File: config.mk
export PLATFORM = sky130hd
export DESIGN_NAME = ex_mem_skid_reg_flat
export DESIGN_NICKNAME = d
export VERILOG_FILES = /design/src/rtl/ex_mem_skid_reg_if.sv /design/src/rtl/ex_mem_skid_reg.sv /design/src/flat_wrapper.sv
export SDC_FILE = /design/constraint.sdc
export NUM_CORES = 1
export LEC_CHECK = 0
export ABC_AREA = 1
export CAP_MARGIN = 25
export CORE_MARGIN = 4
export CORE_UTILIZATION = 40
export DETAILED_ROUTE_END_ITERATION = 8
export GPL_ROUTABILITY_DRIVEN = 0
export MAX_ROUTING_LAYER = met4
export PLACE_DENSITY = 0.71
export SETUP_SLACK_MARGIN = 0.2
export SYNTH_ARGS = -nofsm -noshare
export SYNTH_HDL_FRONTEND = slang
export SYNTH_SLANG_ARGS = --single-unit
File: constraint.sdc
create_clock -name clk -period 6.03 [get_ports clk]
set_input_delay 1.5075 -clock clk [delete_from_list [all_inputs] [get_ports clk]]
set_output_delay 1.5075 -clock clk [all_outputs]
set_load 0.005 [all_outputs]
File: src/rtl/ex_mem_skid_reg_if.sv
// EX->MEM result bus: EX-side push handshake, MEM-side pop handshake, flags and forwarding taps.
// The slave modport is the skid register's view; the master modport is the surrounding pipeline's view.
interface ex_mem_skid_reg_if #(
  parameter int WIDTH = 64,
  parameter int REGW  = 5
);
  logic             in_valid;
  logic             in_ready;
  logic [WIDTH-1:0] in_result;
  logic [REGW-1:0]  in_rd;
  logic             in_regwrite;
  logic             in_setflags;
  logic [3:0]       in_flags;
  logic             flush;
  logic             out_valid;
  logic             out_ready;
  logic [WIDTH-1:0] out_result;
  logic [REGW-1:0]  out_rd;
  logic             out_regwrite;
  logic [3:0]       flags;
  logic             fwd_valid;
  logic [REGW-1:0]  fwd_rd;
  logic [WIDTH-1:0] fwd_result;

  modport master (
    output in_valid, in_result, in_rd, in_regwrite, in_setflags, in_flags, flush, out_ready,
    input  in_ready, out_valid, out_result, out_rd, out_regwrite, flags, fwd_valid, fwd_rd, fwd_result
  );

  modport slave (
    input  in_valid, in_result, in_rd, in_regwrite, in_setflags, in_flags, flush, out_ready,
    output in_ready, out_valid, out_result, out_rd, out_regwrite, flags, fwd_valid, fwd_rd, fwd_result
  );
endinterface

File: src/rtl/ex_mem_skid_reg.sv
// Two-entry EX->MEM skid buffer owning the NZCV register and the head forwarding tap.
// Define EX_MEM_FLAG_BYPASS_EN to expose a popped head's flags combinationally in the pop cycle.
module ex_mem_skid_reg #(
  parameter int WIDTH = 64,
  parameter int REGW  = 5
) (
  input  logic               clk,
  input  logic               reset,
  ex_mem_skid_reg_if.slave   bus
);

  typedef enum logic [1:0] {EMPTY, ONE, FULL} state_t;

  typedef struct packed {
    logic [WIDTH-1:0] result;
    logic [REGW-1:0]  rd;
    logic             regwrite;
    logic             setflags;
    logic [3:0]       flags;
  } entry_t;

  state_t     state_q, state_d;
  entry_t     head_q, head_d;
  entry_t     skid_q, skid_d;
  logic [3:0] flags_q, flags_d;
  entry_t     in_entry;
  logic       push, pop;

  // Ready comes from registered state only, so MEM stalls never reach EX in the same cycle.
  assign bus.in_ready  = ~reset & (state_q != FULL);
  assign bus.out_valid = (state_q != EMPTY);
  assign push          = bus.in_valid & bus.in_ready;
  assign pop           = bus.out_valid & bus.out_ready;

  // Writes to the zero register (index all-ones) are squashed on entry.
  assign in_entry.result   = bus.in_result;
  assign in_entry.rd       = bus.in_rd;
  assign in_entry.regwrite = bus.in_regwrite & ~(&bus.in_rd);
  assign in_entry.setflags = bus.in_setflags;
  assign in_entry.flags    = bus.in_flags;

  always_comb begin
    state_d = state_q;
    head_d  = head_q;
    skid_d  = skid_q;
    flags_d = flags_q;
    if (bus.flush) begin
      state_d         = EMPTY;
      head_d.regwrite = 1'b0;
      skid_d.regwrite = 1'b0;
    end else begin
      if (pop && head_q.setflags) begin
        flags_d = head_q.flags;
      end
      case (state_q)
        EMPTY: begin
          if (push) begin
            head_d  = in_entry;
            state_d = ONE;
          end
        end
        ONE: begin
          if (push && pop) begin
            head_d = in_entry;
          end else if (push) begin
            skid_d  = in_entry;
            state_d = FULL;
          end else if (pop) begin
            state_d = EMPTY;
          end
        end
        FULL: begin
          if (pop) begin
            head_d  = skid_q;
            state_d = ONE;
          end
        end
        default: state_d = EMPTY;
      endcase
    end
  end

  always_ff @(posedge clk or posedge reset) begin
    if (reset) begin
      state_q <= EMPTY;
      head_q  <= '0;
      skid_q  <= '0;
      flags_q <= 4'b0000;
    end else begin
      state_q <= state_d;
      head_q  <= head_d;
      skid_q  <= skid_d;
      flags_q <= flags_d;
    end
  end

  assign bus.out_result   = head_q.result;
  assign bus.out_rd       = head_q.rd;
  assign bus.out_regwrite = head_q.regwrite;
  assign bus.fwd_valid    = bus.out_valid & head_q.regwrite;
  assign bus.fwd_rd       = head_q.rd;
  assign bus.fwd_result   = head_q.result;

`ifdef EX_MEM_FLAG_BYPASS_EN
  assign bus.flags = (pop && head_q.setflags && !bus.flush) ? head_q.flags : flags_q;
`else
  assign bus.flags = flags_q;
`endif

endmodule

File: src/flat_wrapper.sv
// flat-port wrapper written by rule: the top's interface ports become plain ports
module ex_mem_skid_reg_flat 
#(
  parameter int WIDTH = 64,
  parameter int REGW  = 5
)
  (clk, reset, bus_in_valid, bus_in_result, bus_in_rd, bus_in_regwrite, bus_in_setflags, bus_in_flags, bus_flush, bus_out_ready, bus_in_ready, bus_out_valid, bus_out_result, bus_out_rd, bus_out_regwrite, bus_flags, bus_fwd_valid, bus_fwd_rd, bus_fwd_result);
  ex_mem_skid_reg_if #(.WIDTH(WIDTH), .REGW(REGW)) bus_i ();
  input  logic clk;
  input  logic reset;
  input wire logic [$bits(bus_i.in_valid)-1:0] bus_in_valid;
  input wire logic [$bits(bus_i.in_result)-1:0] bus_in_result;
  input wire logic [$bits(bus_i.in_rd)-1:0] bus_in_rd;
  input wire logic [$bits(bus_i.in_regwrite)-1:0] bus_in_regwrite;
  input wire logic [$bits(bus_i.in_setflags)-1:0] bus_in_setflags;
  input wire logic [$bits(bus_i.in_flags)-1:0] bus_in_flags;
  input wire logic [$bits(bus_i.flush)-1:0] bus_flush;
  input wire logic [$bits(bus_i.out_ready)-1:0] bus_out_ready;
  output wire logic [$bits(bus_i.in_ready)-1:0] bus_in_ready;
  output wire logic [$bits(bus_i.out_valid)-1:0] bus_out_valid;
  output wire logic [$bits(bus_i.out_result)-1:0] bus_out_result;
  output wire logic [$bits(bus_i.out_rd)-1:0] bus_out_rd;
  output wire logic [$bits(bus_i.out_regwrite)-1:0] bus_out_regwrite;
  output wire logic [$bits(bus_i.flags)-1:0] bus_flags;
  output wire logic [$bits(bus_i.fwd_valid)-1:0] bus_fwd_valid;
  output wire logic [$bits(bus_i.fwd_rd)-1:0] bus_fwd_rd;
  output wire logic [$bits(bus_i.fwd_result)-1:0] bus_fwd_result;
  assign bus_i.in_valid = bus_in_valid;
  assign bus_i.in_result = bus_in_result;
  assign bus_i.in_rd = bus_in_rd;
  assign bus_i.in_regwrite = bus_in_regwrite;
  assign bus_i.in_setflags = bus_in_setflags;
  assign bus_i.in_flags = bus_in_flags;
  assign bus_i.flush = bus_flush;
  assign bus_i.out_ready = bus_out_ready;
  assign bus_in_ready = bus_i.in_ready;
  assign bus_out_valid = bus_i.out_valid;
  assign bus_out_result = bus_i.out_result;
  assign bus_out_rd = bus_i.out_rd;
  assign bus_out_regwrite = bus_i.out_regwrite;
  assign bus_flags = bus_i.flags;
  assign bus_fwd_valid = bus_i.fwd_valid;
  assign bus_fwd_rd = bus_i.fwd_rd;
  assign bus_fwd_result = bus_i.fwd_result;
  ex_mem_skid_reg #(.WIDTH(WIDTH), .REGW(REGW)) u_core (.clk(clk), .reset(reset), .bus(bus_i));
endmodule
---- Word-level counts from Yosys, hierarchy flattened ----
Cells that the tools add are included.
word-level totals
  register bits ........................... 156
  bits of input ports ..................... 80
  word-level logic and storage cells ...... 64
operators by class
  equal/unequal tests ..................... 12
  mux-type cells .......................... 16
  bitwise operators ....................... 9
  reductions and logical operators ........ 15
operators by type and width
  operator                                                                  count
  75-bit 2-to-1 mux                                                         3
  75-bit case mux with 3 select lines                                       1
  6-bit 2-to-1 mux                                                          3
  2-bit 2-to-1 mux                                                          6
  4-bit AND reduction                                                       3
  5-bit AND reduction                                                       2
  3-bit by 2-bit inequality test with 1-bit output (second input constant)  3
  2-bit by 1-bit inequality test with 1-bit output (second input constant)  3
  2-bit case mux with 3 select lines                                        1
  2-bit nonzero test                                                        3
  1-bit bitwise AND                                                         5
  2-bit inequality test (second input constant)                             2
  4-bit by 2-bit inequality test with 1-bit output (second input constant)  1
  1-bit inverter                                                            4
  4-bit nonzero test                                                        1
  3-bit inequality test (second input constant)                             1
  3-bit AND reduction                                                       1
  3-bit nonzero test                                                        1
  2-bit by 1-bit == test with 1-bit output (second input constant)          1
  2-bit == test (second input constant)                                     1
  1-bit logical AND                                                         2
  2-bit logical NOT                                                         1
  1-bit 2-to-1 mux                                                          2
  2-bit AND reduction                                                       1

---- Logic depth before layout (Yosys ltp) ----
Gate-level depths: netlist of the first run.
  depth in word-level cells ............... 7
  mapped depth ............................ 10
  depth with buffers taken out ............ 8

---- Worst setup path before layout of the first run ----
No wires, ideal clock.
  path kind ............................... input -> register
  start point ............................. in reset
  end point ............................... reg u_core.head_q, in the netlist u_core.bus.fwd_result[47]
  setup time .............................. 0.121 ns
  data arrival time ....................... 5.786 ns
  slack ................................... 0.123 ns
  stages .................................. 6
  path buffers ............................ 2
  path through ............................ inv_1 -> nand4_4 -> a21oi_4 -> buf_6 -> buf_4 -> o21ai_1
on the way
  longest elaborated chain between the ends .. 6
  elaborated cells on any way between the ends .. 7
  those cells by class .................... eq/ne: 2; bitwise: 3; reduce/logical: 2
ends and longest elaborated chain
  what                                                        line                   source
  start: declaration                                          flat_wrapper.sv:10     input logic reset;
  1-bit inverter (*)                                          ex_mem_skid_reg.sv:30  assign bus.in_ready = ~reset & (state_q != FULL);
  1-bit bitwise AND (*)                                       ex_mem_skid_reg.sv:30
  1-bit bitwise AND (*)                                       ex_mem_skid_reg.sv:32  assign push = bus.in_valid & bus.in_ready;
  1-bit logical AND                                           ex_mem_skid_reg.sv:63  if (push && pop) begin
  2-bit by 1-bit inequality test with 1-bit output (no line)  --
  5-bit AND reduction (no line) (*)                           --
  end signal: assignment                                      ex_mem_skid_reg.sv:86  head_q <= '0;
  end signal: assignment                                      ex_mem_skid_reg.sv:91  head_q <= head_d;
  end: declaration                                            ex_mem_skid_reg.sv:23  entry_t head_q, head_d;
Mark *: on every way between the ends. The rest lies on a longest branch, timed or not.
A chain may end at the register's enable or synchronous reset.

---- Worst setup path after layout of the first run ----
  start point ............................. in reset
  end point ............................... out bus_in_ready
on the way
  longest elaborated chain between the ends .. 2
ends and longest elaborated chain
  what               line                   source
  1-bit inverter     ex_mem_skid_reg.sv:30
  1-bit bitwise AND  ex_mem_skid_reg.sv:30
  end: declaration   flat_wrapper.sv:19     output wire logic [$bits(bus_i.in_ready)-1:0] bus_in_ready;
Every way passes these cells.

==> impl_metrics.toml, run 1 <==
[critical_path]
worst_path_largest_cell_delay_ns = 0.53
worstPathRequired_ns = 4.52
critPathCaptureType = "output port"
crit_buf_inv = 2
cp.depth = 3
reg2reg_from = "u_core.state_q[0]"
r2r_cells = 7
crit_chain = "clkdlybuf4s50_1 > nor2_2 > clkdlybuf4s50_1"
cp_top_family = "buffers and inverters"
startpoint = "reset"
arrival_ns = 2.70
start_kind = "primary input"
critPathMostFrequentCell = "clkdlybuf4s50_1"
cp_slowest_cell = "clkdlybuf4s50_1"
critPathKind = "primary input to output port"
crit_fanout = 2

[yosys]
synth_cells = 994
yosys_register_bits = 156
async_flop_share = 1.00
synth_cell_types = 23
synth_flop_cell = "dfrtp_1"
synth_fp_nets = 1074
seq_area_frac_synth = 0.485
yosys_warnings = 0
yosysMostFrequentCell = "nand2_1"
yosys-top-cells-count = "nand2_1, dfrtp_1, inv_1"
synth.avg_cell_area_um2 = 8.09
synth.top_cell.area_share = 0.485
synth-edff-count = 0
syn_area_mm2 = 0.00804
synth_area_leader_cell = "dfrtp_1"
synthTopCellsByArea = "dfrtp_1, buf_4, nand2_1"

[hold_path]
holdPathStages = 2
hp-start = "u_core.skid_q[54]"
hold_class = "flop to flop"

[floorplan]
ios = 226
start_util = 0.411
fp-row-count = 51
die_y_um = 150
die_w_um = 150
die_area_mm2 = 0.0224
core_mm2 = 0.0196

[cells_and_area]
final_net_count = 1138
layout-drive-gt1-share = 0.0439
regArea_mm2 = 0.00390
multiInputGateArea_mm2 = 0.00223
area_delta_synth_final_pct = 24.1
diodes = 0
layout.cells.non_filler = 1336
fill_cells = 1886

[detailed_routing]
wl_per_cell_um = 12.9
vias_per_cell = 4.49
drc = 0
route.vias.total = 5998
dr.pass1.iters = 4
ant_nets = 0
drtIter0Drc = 240
route.final.wire_length_mm = 17.3

[cts]
cts_buffers = 17
clockBufferDepth = 2
hold_buffers = 0
post_cts_resize_count = 0
cts_tree = "yes"
h-tree-depth = 4
cts_setup_buffers = 0
clk_pin_slew_ns = 0.06
cts-root-buf = "clkbuf_16"
cts_sinks = 156
clock_latency_ns = 0.40

[global_routing]
grt_pass1_wl_mm = 28.8
antenna_found_initial = 0
grt_pass1_vias = 5795
grt.overflow.total = 0
grt_use_total = 0.163
grt_max_degree = 158

[timing]
max_slew_margin = 0.406
fin_tns_setup_ns = 0
post-route-period-util = 0.698
report.final.slew_viol_count = 0
post-route-min-period_ns = 4.21
hold_viol = 0
fin_ws_ns = 1.82
fmax_mhz = 238
grt_setup_unrepaired = "no"
worst_pin_slew_ns = 0.891
setup_viol = 0
skew_ns = 0.00601

[power_and_ir_drop]
internal_power_mw = 3.00
combPwrFrac = 0.331
power.switching_mw = 1.19
max-vdd-ir-drop_v = 0.000188
share_clk_of_total_power = 0.263
p_sw_frac = 0.284
leakagePower_nw = 4.76
power.density_mw_per_mm2 = 420
power_frac_seq = 0.406

[placement]
dp_slack_ns = 1.82
dp.cells = 1304
io_buffers = 225
hpwl_mm = 11.6

[job]
maxCapViolations = 0

[outcome]
status = "finished, final reports clean"
-- worst reg2reg max path: stages (launching register included) --
cell,delay [ns]
dfrtp_1,0.41
inv_2,0.08
nand2_4,0.27
buf_4,0.74
nand4_4,0.24
a21oi_4,0.21
buf_4,0.66
o21ai_0,0.28
-- per-stage QoR --
stage,cell area (µm²),util,power (mW),hold slack [ns]
after floorplan,8050,-,2.67,0.453
after global placement,9370,0.478,3.08,0.467
after detailed placement,9370,0.478,3.13,0.475
after CTS,9980,0.510,4.27,0.491
after global routing,9980,0.510,4.51,0.514
final,9980,0.510,4.19,0.488
-- cell usage in the layout (no fill, tap or decap), types with 5 or more instances in the layout --
cell / count
o21ai_0: 89
dfrtp_1: 156
o21ai_1: 76
nand2_1: 174
clkdlybuf4s50_1: 225
clkbuf_16: 17
a21oi_1: 66
inv_1: 154
nand3_1: 6
nor2_1: 73
buf_4: 5
-- cell families (layout without fill, tap and decap cells) --
kind of cell           count (synthesis)  after routing  synth area share
AO/OA/AOI/OAI                        234            234             0.148
buffers and inverters                344            421             0.239
flip-flops                           156            156             0.485
AND/OR/NAND/NOR                      260            260             0.127
-- power by group through the flow --
stage	registers [mW]	clock network (mW)	logic, mW
global route	1.76	1.18	1.56
floorplan	1.66	0	1.01
finish	1.70	1.10	1.39
detailed placement	1.72	0	1.41
CTS	1.71	1.14	1.42
global placement	1.70	0	1.37
-- flip-flops by register name, indices dropped and copies added (netlist names) --
signal and count:
u_core.state_q 2, u_core.bus.fwd_result 64, u_core.bus.out_regwrite 1, u_core.skid_q 75, u_core.head_q 5, u_core.bus.fwd_rd 5, u_core.bus.flags 4
-- per-layer routing --
layer / vias to the layer above / wire, µm / share of wire / GRT usage
li1: 3048 / - / - / -
met1: 2779 / 7980 / 0.46 / 0.217
met2: 164 / 7940 / 0.46 / 0.248
met3: 7 / 1260 / 0.073 / 0.0500
met4: 0 / 95 / 0.0055 / 0.0316
met5: - / 0 / 0 / -
-- path summary, 6_finish.rpt --
| check | slack [ns] | endpoint |
|---|---|---|
| max | 1.82 | bus_in_ready |
| min | 0.49 | u_core.skid_q[54] |
| max reg2reg | 2.98 | u_core.bus.fwd_result[34] |
| min reg2reg | 0.49 | u_core.skid_q[54] |
| max in group asynchronous | 3.62 | u_core.bus.fwd_rd[3] |
| min in group asynchronous | 1.83 | u_core.skid_q[59] |
-- area by class of cell --
class,instances,area share
Sequential cell,156,0.391
Clock buffer,23,0.0479
Multi-Input combinational cell,494,0.223
Timing Repair Buffer,231,0.231
Tap cell,265,0.0332
Inverter,158,0.0598
Clock inverter,9,0.0137
Note: power is estimated with default switching activity, not from simulation.
==> inputs of run 2 (changes only) <==
--- a/config.mk
+++ b/config.mk
@@ -12,7 +12,7 @@
 export DETAILED_ROUTE_END_ITERATION = 8
 export GPL_ROUTABILITY_DRIVEN = 0
 export MAX_ROUTING_LAYER = met4
-export PLACE_DENSITY = 0.71
+export PLACE_DENSITY = 0.69
 export SETUP_SLACK_MARGIN = 0.2
 export SYNTH_ARGS = -nofsm -noshare
 export SYNTH_HDL_FRONTEND = slang
==> constraint.sdc (replaced) <==
create_clock -name clk -period 4.3 [get_ports clk]
set_input_delay 1.075 -clock clk [delete_from_list [all_inputs] [get_ports clk]]
set_output_delay 1.075 -clock clk [all_outputs]
set_load 0.005 [all_outputs]
==> impl_metrics.toml, run 2 (same netlist as run 1, synthesis figures left out) <==
[global_routing]
antenna_found_initial = 0
grt_use_total = 0.156
grt_max_degree = 158
grt.overflow.total = 0
grt_pass1_vias = 5605
grt_pass1_wl_mm = 27.6

[cells_and_area]
diodes = 0
multiInputGateArea_mm2 = 0.00223
final_net_count = 1140
fill_cells = 1899
fin_util = 0.512
area_delta_synth_final_pct = 24.8
largest_register_ffs = 75
layout.cells.non_filler = 1336
regArea_mm2 = 0.00390
layout-drive-gt1-share = 0.0439
regMostFlops = "u_core.skid_q"
mostFrequentLayoutCells = "clkdlybuf4s50_1, nand2_1, dfrtp_1"
final_common_cell = "clkdlybuf4s50_1"

[detailed_routing]
ant_nets = 0
drc = 0
dr.pass1.iters = 4
wl_per_cell_um = 12.5
drtIter0Drc = 219
route.final.wire_length_mm = 16.8
vias_per_cell = 4.44
route.vias.total = 5936

[cts]
hold_buffers = 0
clk_pin_slew_ns = 0.06
clock_latency_ns = 0.41
cts_buffers = 17
clockBufferDepth = 2
cts_tree = "yes"
post_cts_resize_count = 0
h-tree-depth = 4
cts_sinks = 156
cts_setup_buffers = 0
cts-root-buf = "clkbuf_16"

[timing]
fin_tns_setup_ns = 0
max_slew_margin = 0.446
worst_pin_slew_ns = 0.830
post-route-period-util = 0.790
grt_setup_unrepaired = "no"
hold_viol = 0
setup_viol = 0
report.final.slew_viol_count = 0
holdWs_ns = 0.489
fmax_mhz = 294
post-route-min-period_ns = 3.40
skew_ns = 0.00765

[floorplan]
start_util = 0.411
core_mm2 = 0.0196
ios = 226
die_y_um = 150
die_w_um = 150
fp-row-count = 51
die_area_mm2 = 0.0224

[placement]
io_buffers = 225
dp.cells = 1306
hpwl_mm = 11.3

[power_and_ir_drop]
power.density_mw_per_mm2 = 592
leakagePower_nw = 4.78
max-vdd-ir-drop_v = 0.000295

[hold_path]
hold_class = "flop to flop"

[job]
maxCapViolations = 0

[critical_path]
arrival_ns = 2.32
worstPathRequired_ns = 3.22
crit_fanout = 2
critPathCaptureType = "output port"
critPathKind = "primary input to output port"
start_kind = "primary input"

[outcome]
status = "finished, final reports clean"
## run 2: cell types whose count changed in the layout (fill, tap and decap cells not counted), sizes merged
cell / delta
clkbuf: -3
clkinv: -2
inv: +1
buf: +2
bufinv: +2
## run 2: area by class of cell
type / count / share of cell area
Inverter: 158 / 0.0595
Multi-Input combinational cell: 494 / 0.222
Timing Repair Buffer: 233 / 0.234
Clock inverter: 10 / 0.0191
Tap cell: 265 / 0.0330
Clock buffer: 20 / 0.0435
Sequential cell: 156 / 0.389
## run 2: layer usage
metal	vias up	wire length, µm	GRT usage
li1	3048	-	-
met1	2742	7690	0.206
met2	135	7950	0.242
met3	11	940	0.0382
met4	0	184	0.0407
met5	-	0	-
## run 2: critical path, stage by stage
cell and delay [ns]:
clkdlybuf4s50_1 0.47, nor2_2 0.23, clkdlybuf4s50_1 0.55
## run 2: where the power goes
part | internal, mW | switching [mW] | total, mW
clock network | 1.03 | 0.590 | 1.62
registers | 2.07 | 0.305 | 2.38
logic | 1.18 | 0.761 | 1.94
total | 4.28 | 1.66 | 5.94
## run 2: per-stage QoR
step / total power, mW / instance area (µm²) / setup slack (ns)
global placement: 4.32 / 9380 / 0.812
global route: 6.37 / 10000 / 0.851
finish: 5.94 / 10000 / 0.902
floorplan: 3.75 / 8050 / 0.0292
CTS: 6.04 / 10000 / 0.877
detailed placement: 4.38 / 9410 / 0.872
## run 2: worst paths after layout
| check | depth (start not counted) | endpoint | startpoint | slack (ns) |
|---|---|---|---|---|
| worst min-delay path | 2 | u_core.skid_q[54] | u_core.skid_q[54] | 0.49 |
| min in group asynchronous | 3 | u_core.bus.fwd_result[2] | reset | 1.40 |
| worst min register to register | 2 | u_core.skid_q[54] | u_core.skid_q[54] | 0.49 |
| worst max register to register | 7 | u_core.bus.fwd_result[33] | u_core.state_q[0] | 1.94 |
| worst max-delay path | 3 | bus_in_ready | reset | 0.90 |
| max in group asynchronous | 3 | u_core.skid_q[25] | reset | 2.33 |
==> inputs of run 3 (changes only) <==
==> constraint.sdc (replaced) <==
create_clock -name clk -period 3.56 [get_ports clk]
set_input_delay 0.89 -clock clk [delete_from_list [all_inputs] [get_ports clk]]
set_output_delay 0.89 -clock clk [all_outputs]
set_load 0.005 [all_outputs]
==> impl_metrics.toml, run 3 (same netlist as run 1, synthesis figures left out) <==
[cells_and_area]
layout-drive-gt1-share = 0.0476
fill_cells = 1912
largest_register_ffs = 75
diodes = 0
final_net_count = 1139
regMostFlops = "u_core.skid_q"
regArea_mm2 = 0.00390
multiInputGateArea_mm2 = 0.00223
final_common_cell = "clkdlybuf4s50_1"
area_delta_synth_final_pct = 24.1
finish.instance_area_mm2 = 0.00998
mostFrequentLayoutCells = "clkdlybuf4s50_1, nand2_1, dfrtp_1"

[cts]
clk_pin_slew_ns = 0.06
cts_sinks = 156
post_cts_resize_count = 0
hold_buffers = 0
cts-root-buf = "clkbuf_16"
cts_tree = "yes"
clockBufferDepth = 2
cts_setup_buffers = 0
clock_latency_ns = 0.41
cts_buffers = 17
h-tree-depth = 4

[timing]
report.final.slew_viol_count = 0
hold_viol = 0
skew_ns = 0.0113
grt_setup_unrepaired = "no"
worst_pin_slew_ns = 0.891
setup_viol = 0
fmax_mhz = 328
max_slew_margin = 0.406
post-route-period-util = 0.856
post-route-min-period_ns = 3.05

[floorplan]
die_area_mm2 = 0.0224
die_w_um = 150
start_util = 0.411
fp-row-count = 51
ios = 226
die_y_um = 150
core_mm2 = 0.0196

[power_and_ir_drop]
p_total_mw = 6.96
internal_power_mw = 4.92
share_clk_of_total_power = 0.250
leakagePower_nw = 4.76
power_frac_seq = 0.412
power.density_mw_per_mm2 = 697
power.switching_mw = 2.03
combPwrFrac = 0.337
p_sw_frac = 0.292
max-vdd-ir-drop_v = 0.000317

[detailed_routing]
route.final.wire_length_mm = 16.8
drc = 0
route.vias.total = 5906
vias_per_cell = 4.42
ant_nets = 0
drtIter0Drc = 233
wl_per_cell_um = 12.6
dr.pass1.iters = 5

[global_routing]
grt.overflow.total = 0
antenna_found_initial = 0
grt_pass1_vias = 5596
grt_max_degree = 157
grt_pass1_wl_mm = 28.3
grt_use_total = 0.160

[placement]
io_buffers = 225
place_area_mm2 = 0.00940
hpwl_mm = 11.2

[hold_path]
hold_class = "flop to flop"

[critical_path]
critPathKind = "primary input to output port"
crit_fanout = 2
worstPathRequired_ns = 2.67
critPathCaptureType = "output port"
arrival_ns = 2.16
start_kind = "primary input"

[outcome]
status = "finished, final reports clean"

[job]
maxCapViolations = 0
run 3: cell type report:
cell class,instances,share of cell area
clock buffer,22,0.0495
clock inverter,10,0.00803
inverter,158,0.0598
multi-input combinational,494,0.223
sequential,156,0.391
tap,265,0.0332
timing repair buffer,232,0.235
run 3: power groups by stage:
stage / Combinational [mW] / Clock, mW / Sequential (mW)
2_1_floorplan: 1.72 / 0 / 2.81
3_3_place_gp: 2.33 / 0 / 2.88
3_5_place_dp: 2.39 / 0 / 2.90
4_1_cts: 2.40 / 1.80 / 2.88
5_1_grt: 2.65 / 1.88 / 2.98
6_report: 2.35 / 1.74 / 2.87
run 3: worst paths after layout:
check | endpoint | start | cells past startpoint | slack, ns
max | bus_in_ready | reset | 3 | 0.51
min | u_core.skid_q[49] | u_core.skid_q[49] | 2 | 0.49
max reg2reg | u_core.bus.fwd_result[63] | u_core.state_q[0] | 8 | 1.31
min reg2reg | u_core.skid_q[49] | u_core.skid_q[49] | 2 | 0.49
max in group asynchronous | u_core.bus.fwd_result[10] | reset | 3 | 1.69
min in group asynchronous | u_core.state_q[0] | reset | 3 | 1.16
run 3: layer usage:
metal	global-route usage	up-vias	part of all wire	routed length, µm
met3	0.0454	15	0.065	1100
met2	0.234	162	0.45	7570
met4	0.0430	0	0.012	208
met1	0.219	2679	0.47	7930
met5	-	-	0	0
li1	-	3050	-	-
run 3: worst max-delay path, cell delays in order:
cell and delay (ns):
clkdlybuf4s50_1 0.48, nor2_2 0.21, clkdlybuf4s50_1 0.58
run 3: per-stage QoR:
| stage | hold slack [ns] | setup TNS, ns | util | worst slack, ns | std cells |
|---|---|---|---|---|---|
| finish | 0.487 | 0 | 0.509 | 0.514 | 1337 |
| global route | 0.513 | 0 | 0.509 | 0.464 | 1337 |
| CTS | 0.494 | 0 | 0.509 | 0.485 | 1337 |
| detailed placement | 0.478 | 0 | 0.480 | 0.479 | 1305 |
| global placement | 0.466 | 0 | 0.480 | 0.515 | 1305 |
| floorplan | 0.453 | -39.21 | - | -0.526 | 994 |
